$ cat src/rtl/ram_pkg.sv
// ram_pkg
// Shared types and helpers for the parametrised simple-dual-port RAM.
//   ram_state_e : controller state (init sweep / ready for traffic)
//   RDW_OLD/NEW : values of the RDW_MODE parameter
//   par_f       : even parity of a word (zero-extended to PAR_MAX_W bits)
// Optional feature macro used by the RAM files: RAM_PARITY_EN.

package ram_pkg;

    typedef enum logic {
        RAM_INIT,
        RAM_READY
    } ram_state_e;

    localparam int RDW_OLD = 0;
    localparam int RDW_NEW = 1;

    // Widest data word par_f can cover; callers zero-extend, which does
    // not change the parity.
    localparam int PAR_MAX_W = 256;

    function automatic logic par_f(input logic [PAR_MAX_W-1:0] data);
        return ^data;
    endfunction

endpackage

$ cat src/rtl/ram_dp_param_if.sv
// ram_dp_param_if
// Bundles the write port, the read port and the status outputs of
// ram_dp_param.
//   enb, wr, rd           : global enable, write request, read request
//   w_addr, w_data        : write address / data
//   r_addr                : read address
//   r_data, r_valid       : read data (held between reads) and valid pulse
//   init_busy, addr_err   : init sweep in progress / out-of-range pulse
//   par_inj, par_err      : parity inject / parity error (RAM_PARITY_EN only)
// modport master drives requests, modport slave is the RAM side.
// Optional feature macro: RAM_PARITY_EN.

interface ram_dp_param_if #(
    parameter int DATA_W = 8,
    parameter int ADDR_W = 5
);

    logic              enb;
    logic              wr;
    logic              rd;
    logic [ADDR_W-1:0] w_addr;
    logic [ADDR_W-1:0] r_addr;
    logic [DATA_W-1:0] w_data;
    logic [DATA_W-1:0] r_data;
    logic              r_valid;
    logic              init_busy;
    logic              addr_err;
`ifdef RAM_PARITY_EN
    logic              par_inj;
    logic              par_err;
`endif

    modport master (
        output enb, wr, rd, w_addr, r_addr, w_data,
`ifdef RAM_PARITY_EN
        output par_inj,
        input  par_err,
`endif
        input  r_data, r_valid, init_busy, addr_err
    );

    modport slave (
        input  enb, wr, rd, w_addr, r_addr, w_data,
`ifdef RAM_PARITY_EN
        input  par_inj,
        output par_err,
`endif
        output r_data, r_valid, init_busy, addr_err
    );

endinterface

$ cat src/rtl/ram_rd_pipe.sv
// ram_rd_pipe
// RD_LAT-deep (1 or 2) shift register carrying the read valid, the read
// data and the parity-error flag from the array to the read port.
//   clk, rst        : clock, asynchronous active-low reset (flushes stages)
//   in_valid        : a read was accepted this cycle
//   in_data         : word read from the array (0 for out-of-range)
//   in_perr         : parity mismatch of that word (RAM_PARITY_EN only)
//   out_valid       : one-cycle pulse RD_LAT cycles after in_valid
//   out_data        : read data, held between reads
//   out_perr        : parity error, only ever 1 with out_valid
// Optional feature macro: RAM_PARITY_EN.

module ram_rd_pipe #(
    parameter int DATA_W = 8,
    parameter int RD_LAT = 1
) (
    input  logic              clk,
    input  logic              rst,
    input  logic              in_valid,
    input  logic [DATA_W-1:0] in_data,
`ifdef RAM_PARITY_EN
    input  logic              in_perr,
    output logic              out_perr,
`endif
    output logic              out_valid,
    output logic [DATA_W-1:0] out_data
);

    logic              s1_valid;
    logic [DATA_W-1:0] s1_data;
`ifdef RAM_PARITY_EN
    logic              s1_perr;
`endif

    // First stage: data only loads on a valid read so the port holds the
    // last returned word between reads.
    always_ff @(posedge clk or negedge rst) begin
        if (!rst) begin
            s1_valid <= 1'b0;
            s1_data  <= '0;
`ifdef RAM_PARITY_EN
            s1_perr  <= 1'b0;
`endif
        end else begin
            s1_valid <= in_valid;
            if (in_valid) begin
                s1_data <= in_data;
            end
`ifdef RAM_PARITY_EN
            s1_perr  <= in_valid & in_perr;
`endif
        end
    end

    generate
        if (RD_LAT == 2) begin : g_lat2
            logic              s2_valid;
            logic [DATA_W-1:0] s2_data;
`ifdef RAM_PARITY_EN
            logic              s2_perr;
`endif

            // Optional output register stage.
            always_ff @(posedge clk or negedge rst) begin
                if (!rst) begin
                    s2_valid <= 1'b0;
                    s2_data  <= '0;
`ifdef RAM_PARITY_EN
                    s2_perr  <= 1'b0;
`endif
                end else begin
                    s2_valid <= s1_valid;
                    if (s1_valid) begin
                        s2_data <= s1_data;
                    end
`ifdef RAM_PARITY_EN
                    s2_perr  <= s1_valid & s1_perr;
`endif
                end
            end

            assign out_valid = s2_valid;
            assign out_data  = s2_data;
`ifdef RAM_PARITY_EN
            assign out_perr  = s2_perr;
`endif
        end else begin : g_lat1
            assign out_valid = s1_valid;
            assign out_data  = s1_data;
`ifdef RAM_PARITY_EN
            assign out_perr  = s1_perr;
`endif
        end
    endgenerate

endmodule

$ cat src/rtl/ram_dp_param.sv
// ram_dp_param
// Parametrised simple-dual-port synchronous RAM (one write port, one read
// port). After reset a hardware sweep zeroes every word, one per cycle,
// before traffic is accepted. Out-of-range requests are flagged on
// addr_err; bad writes are dropped and bad reads return 0.
// Parameters: DATA_W, ADDR_W, DEPTH (<= 2**ADDR_W), RD_LAT (1 or 2),
//             RDW_MODE (RDW_OLD / RDW_NEW for same-address read+write).
// Ports:
//   clk  : clock, rising edge
//   rst  : asynchronous reset, active low
//   bus  : ram_dp_param_if.slave (requests, read data, status)
// Optional feature macro: RAM_PARITY_EN adds a stored even-parity bit per
// word, the par_inj input and the par_err output.

module ram_dp_param
    import ram_pkg::*;
#(
    parameter int DATA_W   = 8,
    parameter int ADDR_W   = 5,
    parameter int DEPTH    = 16,
    parameter int RD_LAT   = 1,
    parameter int RDW_MODE = 0
) (
    input  logic          clk,
    input  logic          rst,
    ram_dp_param_if.slave bus
);

    localparam int                IDX_W    = (DEPTH > 1) ? $clog2(DEPTH) : 1;
    localparam logic [ADDR_W:0]   DEPTH_V  = (ADDR_W + 1)'(DEPTH);
    localparam logic [IDX_W-1:0]  LAST_IDX = IDX_W'(DEPTH - 1);
`ifdef RAM_PARITY_EN
    localparam int                WORD_W   = DATA_W + 1;
`else
    localparam int                WORD_W   = DATA_W;
`endif

    logic [WORD_W-1:0] mem [0:DEPTH-1];

    ram_state_e        state;
    logic [IDX_W-1:0]  cnt;
    logic              init_busy_q;
    logic              addr_err_q;

    logic              wr_req;
    logic              rd_req;
    logic              w_ok;
    logic              r_ok;
    logic              wr_fire;
    logic              rd_fire;
    logic [IDX_W-1:0]  w_idx;
    logic [IDX_W-1:0]  r_idx;
    logic [WORD_W-1:0] w_word;
    logic [WORD_W-1:0] rd_word;

    // Requests only count once the sweep has finished.
    assign wr_req  = (state == RAM_READY) && bus.enb && bus.wr;
    assign rd_req  = (state == RAM_READY) && bus.enb && bus.rd;
    assign w_ok    = {1'b0, bus.w_addr} < DEPTH_V;
    assign r_ok    = {1'b0, bus.r_addr} < DEPTH_V;
    assign wr_fire = wr_req && w_ok;
    assign rd_fire = rd_req;
    assign w_idx   = bus.w_addr[IDX_W-1:0];
    assign r_idx   = bus.r_addr[IDX_W-1:0];

`ifdef RAM_PARITY_EN
    // par_inj flips the stored bit so a later read reports a mismatch.
    assign w_word = {par_f(PAR_MAX_W'(bus.w_data)) ^ bus.par_inj, bus.w_data};
`else
    assign w_word = bus.w_data;
`endif

    // Controller: init sweep then ready. init_busy and addr_err are
    // registered; addr_err is one pulse per cycle even if both ports are bad.
    always_ff @(posedge clk or negedge rst) begin
        if (!rst) begin
            state       <= RAM_INIT;
            cnt         <= '0;
            init_busy_q <= 1'b1;
            addr_err_q  <= 1'b0;
        end else begin
            addr_err_q <= (wr_req && !w_ok) || (rd_req && !r_ok);
            case (state)
                RAM_INIT: begin
                    cnt <= cnt + IDX_W'(1);
                    if (cnt == LAST_IDX) begin
                        state       <= RAM_READY;
                        init_busy_q <= 1'b0;
                    end
                end
                RAM_READY: begin
                end
            endcase
        end
    end

    // Array write port. Contents are deliberately not reset; the sweep
    // clears them one word per cycle instead (all-zero word has parity 0).
    always_ff @(posedge clk) begin
        if (state == RAM_INIT) begin
            mem[cnt] <= '0;
        end else if (wr_fire) begin
            mem[w_idx] <= w_word;
        end
    end

    // Array read port. Out-of-range reads return 0; in new-data mode a
    // same-address write in the same cycle bypasses the array.
    always_comb begin
        rd_word = '0;
        if (r_ok) begin
            rd_word = mem[r_idx];
            if ((RDW_MODE == RDW_NEW) && wr_fire && (bus.w_addr == bus.r_addr)) begin
                rd_word = w_word;
            end
        end
    end

`ifdef RAM_PARITY_EN
    logic rd_perr;

    assign rd_perr = rd_word[DATA_W] ^ par_f(PAR_MAX_W'(rd_word[DATA_W-1:0]));
`endif

    ram_rd_pipe #(
        .DATA_W (DATA_W),
        .RD_LAT (RD_LAT)
    ) u_rd_pipe (
        .clk       (clk),
        .rst       (rst),
        .in_valid  (rd_fire),
        .in_data   (rd_word[DATA_W-1:0]),
`ifdef RAM_PARITY_EN
        .in_perr   (rd_perr),
        .out_perr  (bus.par_err),
`endif
        .out_valid (bus.r_valid),
        .out_data  (bus.r_data)
    );

    assign bus.init_busy = init_busy_q;
    assign bus.addr_err  = addr_err_q;

endmodule
$ cat src/flat_wrapper.sv
// flat-port wrapper written by rule: the top's interface ports become plain ports
module ram_dp_param_flat import ram_pkg::*;
#(
    parameter int DATA_W   = 8,
    parameter int ADDR_W   = 5,
    parameter int DEPTH    = 16,
    parameter int RD_LAT   = 1,
    parameter int RDW_MODE = 0
)
  (clk, rst, bus_enb, bus_wr, bus_rd, bus_w_addr, bus_r_addr, bus_w_data, bus_r_data, bus_r_valid, bus_init_busy, bus_addr_err);
  ram_dp_param_if #(.DATA_W(DATA_W), .ADDR_W(ADDR_W)) bus_i ();
  input  logic clk;
  input  logic rst;
  input wire logic [$bits(bus_i.enb)-1:0] bus_enb;
  input wire logic [$bits(bus_i.wr)-1:0] bus_wr;
  input wire logic [$bits(bus_i.rd)-1:0] bus_rd;
  input wire logic [$bits(bus_i.w_addr)-1:0] bus_w_addr;
  input wire logic [$bits(bus_i.r_addr)-1:0] bus_r_addr;
  input wire logic [$bits(bus_i.w_data)-1:0] bus_w_data;
  output wire logic [$bits(bus_i.r_data)-1:0] bus_r_data;
  output wire logic [$bits(bus_i.r_valid)-1:0] bus_r_valid;
  output wire logic [$bits(bus_i.init_busy)-1:0] bus_init_busy;
  output wire logic [$bits(bus_i.addr_err)-1:0] bus_addr_err;
  assign bus_i.enb = bus_enb;
  assign bus_i.wr = bus_wr;
  assign bus_i.rd = bus_rd;
  assign bus_i.w_addr = bus_w_addr;
  assign bus_i.r_addr = bus_r_addr;
  assign bus_i.w_data = bus_w_data;
  assign bus_r_data = bus_i.r_data;
  assign bus_r_valid = bus_i.r_valid;
  assign bus_init_busy = bus_i.init_busy;
  assign bus_addr_err = bus_i.addr_err;
  ram_dp_param #(.DATA_W(DATA_W), .ADDR_W(ADDR_W), .DEPTH(DEPTH), .RD_LAT(RD_LAT), .RDW_MODE(RDW_MODE)) u_core (.clk(clk), .rst(rst), .bus(bus_i));
endmodule
$ cat config.mk
export PLATFORM = sky130hd
export DESIGN_NAME = ram_dp_param_flat
export DESIGN_NICKNAME = d
export VERILOG_FILES = /design/src/rtl/ram_pkg.sv /design/src/rtl/ram_dp_param_if.sv /design/src/rtl/ram_rd_pipe.sv /design/src/rtl/ram_dp_param.sv /design/src/flat_wrapper.sv
export SDC_FILE = /design/constraint.sdc
export NUM_CORES = 1
export LEC_CHECK = 0
export CORE_MARGIN = 2
export CORE_UTILIZATION = 59
export CTS_BUF_LIST = sky130_fd_sc_hd__clkbuf_8 sky130_fd_sc_hd__clkbuf_16
export DETAILED_ROUTE_END_ITERATION = 10
export PLACE_DENSITY = 0.79
export RECOVER_POWER = 25
export SLEW_MARGIN = 0
export SYNTH_ARGS = -nofsm -noshare
export SYNTH_HDL_FRONTEND = slang
export SYNTH_SLANG_ARGS = --single-unit
$ cat constraint.sdc
create_clock -name clk -period 2.4 [get_ports clk]
set_clock_uncertainty 0.05 [all_clocks]
set_input_delay 0.24 -clock clk [delete_from_list [all_inputs] [get_ports clk]]
set_output_delay 0.24 -clock clk [all_outputs]
set_load 0.01 [all_outputs]
# Word-level counts from Yosys, hierarchy flattened

Memories as Yosys holds them, arrays and structs flattened.
Cells that the tools add are included.

Memories: 1
Bits in writable memories: 128
Bits in read-only memories: 0
Bits in registers: 16
Latch bits: 0
Input port bits: 23

Memories:

| memory     | words | bits a word | read ports | clocked after memory_dff | wr ports | line               | RTL |
|---|---|---|---|---|---|---|---|
| u_core.mem | 16    | 8           | 1          | 0                        | 1        | ram_dp_param.sv:38 | `logic [WORD_W-1:0] mem [0:DEPTH-1];` |

$mul: 0
Bitwise operators: 1
Divide/modulo/power cells: 0
Equal/unequal tests: 1
Magnitude comparators: 2
Shifts and indexed selects: 0
Add/subtract/negate cells: 1
Mux-type cells: 10
Reductions and logical operators: 11

Operators with widths:

| kind                  | count |
|---|---|
| $mux W8               | 2 |
| $lt A5 B5 Y1 const B  | 2 |
| $reduce_or A8 Y1      | 1 |
| $mux W1               | 7 |
| $logic_and A1 B1 Y1   | 6 |
| $add A4 B1 Y4 const B | 1 |
| $eq A4 B4 Y1 const B  | 1 |
| $mux W4               | 1 |
| $logic_not A1 Y1      | 2 |
| $reduce_and A2 Y1     | 1 |
| $logic_or A1 B1 Y1    | 1 |
| $not A1 Y1            | 1 |

# Longest topological paths before layout

Word-level depth: 8
Gate-level depth with buffers: 6

# Hierarchy

Synthesis repeated with hierarchy kept, for this count alone.

Cells, all modules: 359
Area total of the unflattened synthesis: 5944.5 um^2

Modules (own cells, without submodules):

| module       | cells an instance | area an instance (um^2) | seq. area each (um^2) | instances |
|---|---|---|---|---|
| ram_dp_param | 341               | 5587.9                  | 4020.1                | 1 |
| ram_rd_pipe  | 18                | 356.6                   | 225.2                 | 1 |

# Least setup slack after synthesis

No wires, ideal clock.

Path type: register -> register
Start: reg u_core.state
End: mem u_core.mem[2][0] (netlist bit), enable pin
Buffers on the path: 2
Stages on the path, launching flop included: 7
Setup slack: 0.466 ns
Required time: 1.980 ns
Arrival: 1.514 ns
Clock period less this slack: 1.934 ns
Setup time: 0.370 ns
Cells stage by stage: dfrtp_1 buf_2 and4b_1 buf_2 nor3b_1 a31oi_1 nor2_1

Cells in the longest elaborated chain, start to end: 8

RTL lines:

| what                                                       | line                | RTL |
|---|---|---|
| start: declaration                                         | ram_dp_param.sv:40  | `ram_state_e state;` |
| start signal: assignment                                   | ram_dp_param.sv:77  | `state <= RAM_INIT;` |
| start signal: assignment                                   | ram_dp_param.sv:87  | `state <= RAM_READY;` |
| $logic_and A1 B1 Y1 (2 in a row)                           | ram_dp_param.sv:57  | `assign wr_req = (state == RAM_READY) && bus.enb && bus.wr;` |
| $logic_and A1 B1 Y1                                        | ram_dp_param.sv:61  | `assign wr_fire = wr_req && w_ok;` |
| $mux W1                                                    | ram_dp_param.sv:102 | `end else if (wr_fire) begin` |
| $mux W1                                                    | ram_dp_param.sv:100 | `if (state == RAM_INIT) begin` |
| $mux W1 (not written as such)                              | ram_dp_param.sv:103 | `mem[w_idx] <= w_word;` |
| $reduce_or A8 Y1 (no source line)                          | -                   |  |
| $mux W4 (no source line) / $mux W1 (equally long branches) | -                   |  |
| end: declaration                                           | ram_dp_param.sv:38  |  |

Parallel ways exist; a longest one is shown, timed or not.

# Worst setup path in the final report

Start: reg u_core.state
End: mem u_core.mem[1][7] (netlist bit) (data pin)

Cells in the longest elaborated chain, start to end: 8

RTL lines:

| what                                  | line |
|---|---|
| $logic_and A1 B1 Y1 (2 in a row)      | ram_dp_param.sv:57 |
| $logic_and A1 B1 Y1                   | ram_dp_param.sv:61 |
| $mux W1                               | ram_dp_param.sv:102 |
| $mux W1 (*)                           | ram_dp_param.sv:100 |
| $mux W1 (not written as such) (*)     | ram_dp_param.sv:103 |
| $reduce_or A8 Y1 (no source line) (*) | - |
| $mux W8 (no source line) (*)          | - |

Every way passes the cells marked *; elsewhere a longest branch is shown, timed or not.

==> results.tsv <==
metric	value	unit
status	completed	
Fmax achieved	462	MHz
Sink Count	144	
DR pass1 iterations	4	
cts bufs inserted	17	
cell family with most CP delay	buffers and inverters	
Net count, final	376	
slew margin rel.	39.8	%
unrepaired setup endpoints after global routing	false	
Slew Viols, Final	0	
# rows	36	
root buffer cell	clkbuf_8	
max cap viols	0	
Min Hold Slack	0.171	ns
largest net degree at the start of global routing	33	
fin crit share	90.2	%
cts-stage hold buffer count	0	
cells after synthesis	284	
Vias/cell	5.96	
core box area	9680	µm²
Unique masters post-synth	31	
number of setup violations in the final report	0	
initial core utilization	60.2	%
r2r endpoint	u_core.mem[1][7]$_DFFE_PP_	
All-Layer GR Usage	23.7	%
initial DRC count	293	
Cell Area, Synth	5830	µm²
R2R depth	3	
ANT nets after route	0	
Lkg Pwr	2.92	nW
CP Cell Sequence	and4b_1 -> and2_0 -> clkbuf_1	
CTS H-Tree Depth	4	
I/O pins	34	
r2r setup slk	0.23	ns
Max stage delay cell, worst path	clkbuf_1	
Die X	103	µm
CP required	2.53	ns
Ys Warns	0	
sequential-to-total area share from yosys stat	72.9	%
CP Launch Type	flip-flop	
Tmin final	2.17	ns
Syn Nets	308	
mean post-synth cell area	20.5	µm²
wirelength, routed	11800	µm
CTS Buffer Depth	2	
number of port buffers	33	
r2r startpoint	u_core.state$_DFF_PN0_	
area grow syn2layout	21.1	%
DP Wirelength	7180	µm
Critical Path Max Stage Delay	0.69	ns
CP max FO	16	
Worst Path Buf+Inv	1	
antenna violations before repair	0	
total gr overflow	0	
VDD IR max	0.513	mV
post-CTS sizing	0	
actual slew at the worst max-slew pin	0.904	ns
Die H	103	µm
wire per inst	23.7	µm
Reg clk slew, reported paths	0.06	ns
first-pass GRT wire length	17500	µm
DRC	0	
postcts setup bufs	0	
Worst-Skew Late Latency	0.51	ns
CP Data Arrival Time	2.30	ns
#FFs+latches synth	144	
crit end category	flip-flop	
setup_tns	0	ns
Fin. Hold Viols	0	
Power Dens Cells	787	nW/µm²
via count	2970	
full die area	10700	µm²
GPL Wtd Cong	0.837	
Crit Path Class	reg -> reg	
ANT cells	0	
Hold Crit Class	in -> async	
CTS tree	built	
vias in the first global route	2965	
layout cells sized above 1	16.7	%
## power by group
part           leakage (nW)  internal (W)  total, W  switching (W)
Clock                 0.296       0.00166   0.00261       0.000947
Combinational         0.997      0.000107  0.000217       0.000110
Sequential             1.63       0.00272   0.00273     0.00000410
## cells in the final DEF (no fill, tap or decap), drive strengths merged, types with 6 or more instances in the layout
master and n:
edfxtp 128, mux4 32, buf 27, mux2i 24, clkdlybuf4s50 21, nor2 20, clkbuf 20, dfrtp 15
dlygate4sd3 11, inv 9, a22o 8, and2 8, a31oi 6, clkinv 6
## cells by family (layout without fill, tap and decap cells)
kind of cell             Yosys count  after routing  synth area share (%)
AO/OA/AOI/OAI                     19             19                  2.53
multiplexers                      57             57                  18.4
flip-flops                       144            144                  72.9
AND/OR/NAND/NOR                   41             41                  3.44
buffers and inverters             19            100                  2.06
adder cells (fa/ha/maj)            1              1                 0.215
XOR/XNOR                           3              3                 0.451
## sequential cells by signal, summed over array words and instances (netlist names)
name / count
u_core.bus.addr_err: 1
u_core.bus.init_busy: 1
u_core.cnt: 4
u_core.mem: 128
u_core.state: 1
u_core.u_rd_pipe.out_data: 8
u_core.u_rd_pipe.out_valid: 1
## per-layer routing
metal  GRT usage (%)  share of wire [%]  routed length (µm)  up-vias
met5               0                  0                   0        -
met4            6.78                1.1                 133        0
met3            5.31                7.9                 938       13
met2            36.6                 49                5750      137
met1            34.6                 42                5000     1507
li1                -                  -                   -     1313
## cells in the mapped netlist, drive strengths merged
cell    count  area share [%]
a22o        8             1.2
nor3        2            0.17
and4b       1            0.17
mux2i      24             4.1
nor2b       1            0.11
edfxtp    128              66
nand2b      2            0.21
dfstp       1            0.45
a31oi       6            0.64
ha          1            0.21
nor2       20             1.3
and2        8            0.86
mux2        1            0.19
xnor2       3            0.45
a22oi       1            0.13
o21bai      1            0.13
dfrtp      15             6.4
clkbuf      2            0.13
nand3       2            0.17
nor3b       2            0.26
inv         6            0.39
mux4       32              14
nand2       3            0.19
buf        11             1.5
o21a        1            0.13
a32oi       2            0.30
## layout make-up
class,count,area (µm²)
timing repair buffer,62,569
tap,133,166
inverter,6,22.5
sequential,144,4250
clock buffer,17,414
fill,558,2630
multi-input combinational,121,1460
clock inverter,15,178
## through the flow
step	cell area [µm²]	utilization, %	total power [W]	worst slack, ns	instances
3_5_place_dp	6470	66.9	0.00300	0.163	466
2_1_floorplan	5830	-	0.00289	0.466	284
4_1_cts	7070	73.0	0.00558	0.288	498
5_1_grt	7060	72.9	0.00568	0.0788	498
3_3_place_gp	6470	66.9	0.00299	0.212	466
6_report	7060	72.9	0.00555	0.235	498
## how the worst max path moves through the flow
stage                     slack (ns)                                       end  cells after the start                   start
final                           0.23                u_core.mem[1][7]$_DFFE_PP_                      3  u_core.state$_DFF_PN0_
after global routing            0.08               u_core.mem[15][4]$_DFFE_PP_                      6  u_core.state$_DFF_PN0_
after global placement          0.21  u_core.u_rd_pipe.out_data[1]$_DFFE_PN0N_                      6           bus_r_addr[3]
after floorplan                 0.47                u_core.mem[2][0]$_DFFE_PP_                      6  u_core.state$_DFF_PN0_
after CTS                       0.29                u_core.mem[7][2]$_DFFE_PP_                      6  u_core.state$_DFF_PN0_
after detailed placement        0.16                u_core.mem[3][0]$_DFFE_PP_                      7                 bus_enb
Power figures use the tool's default switching activity.
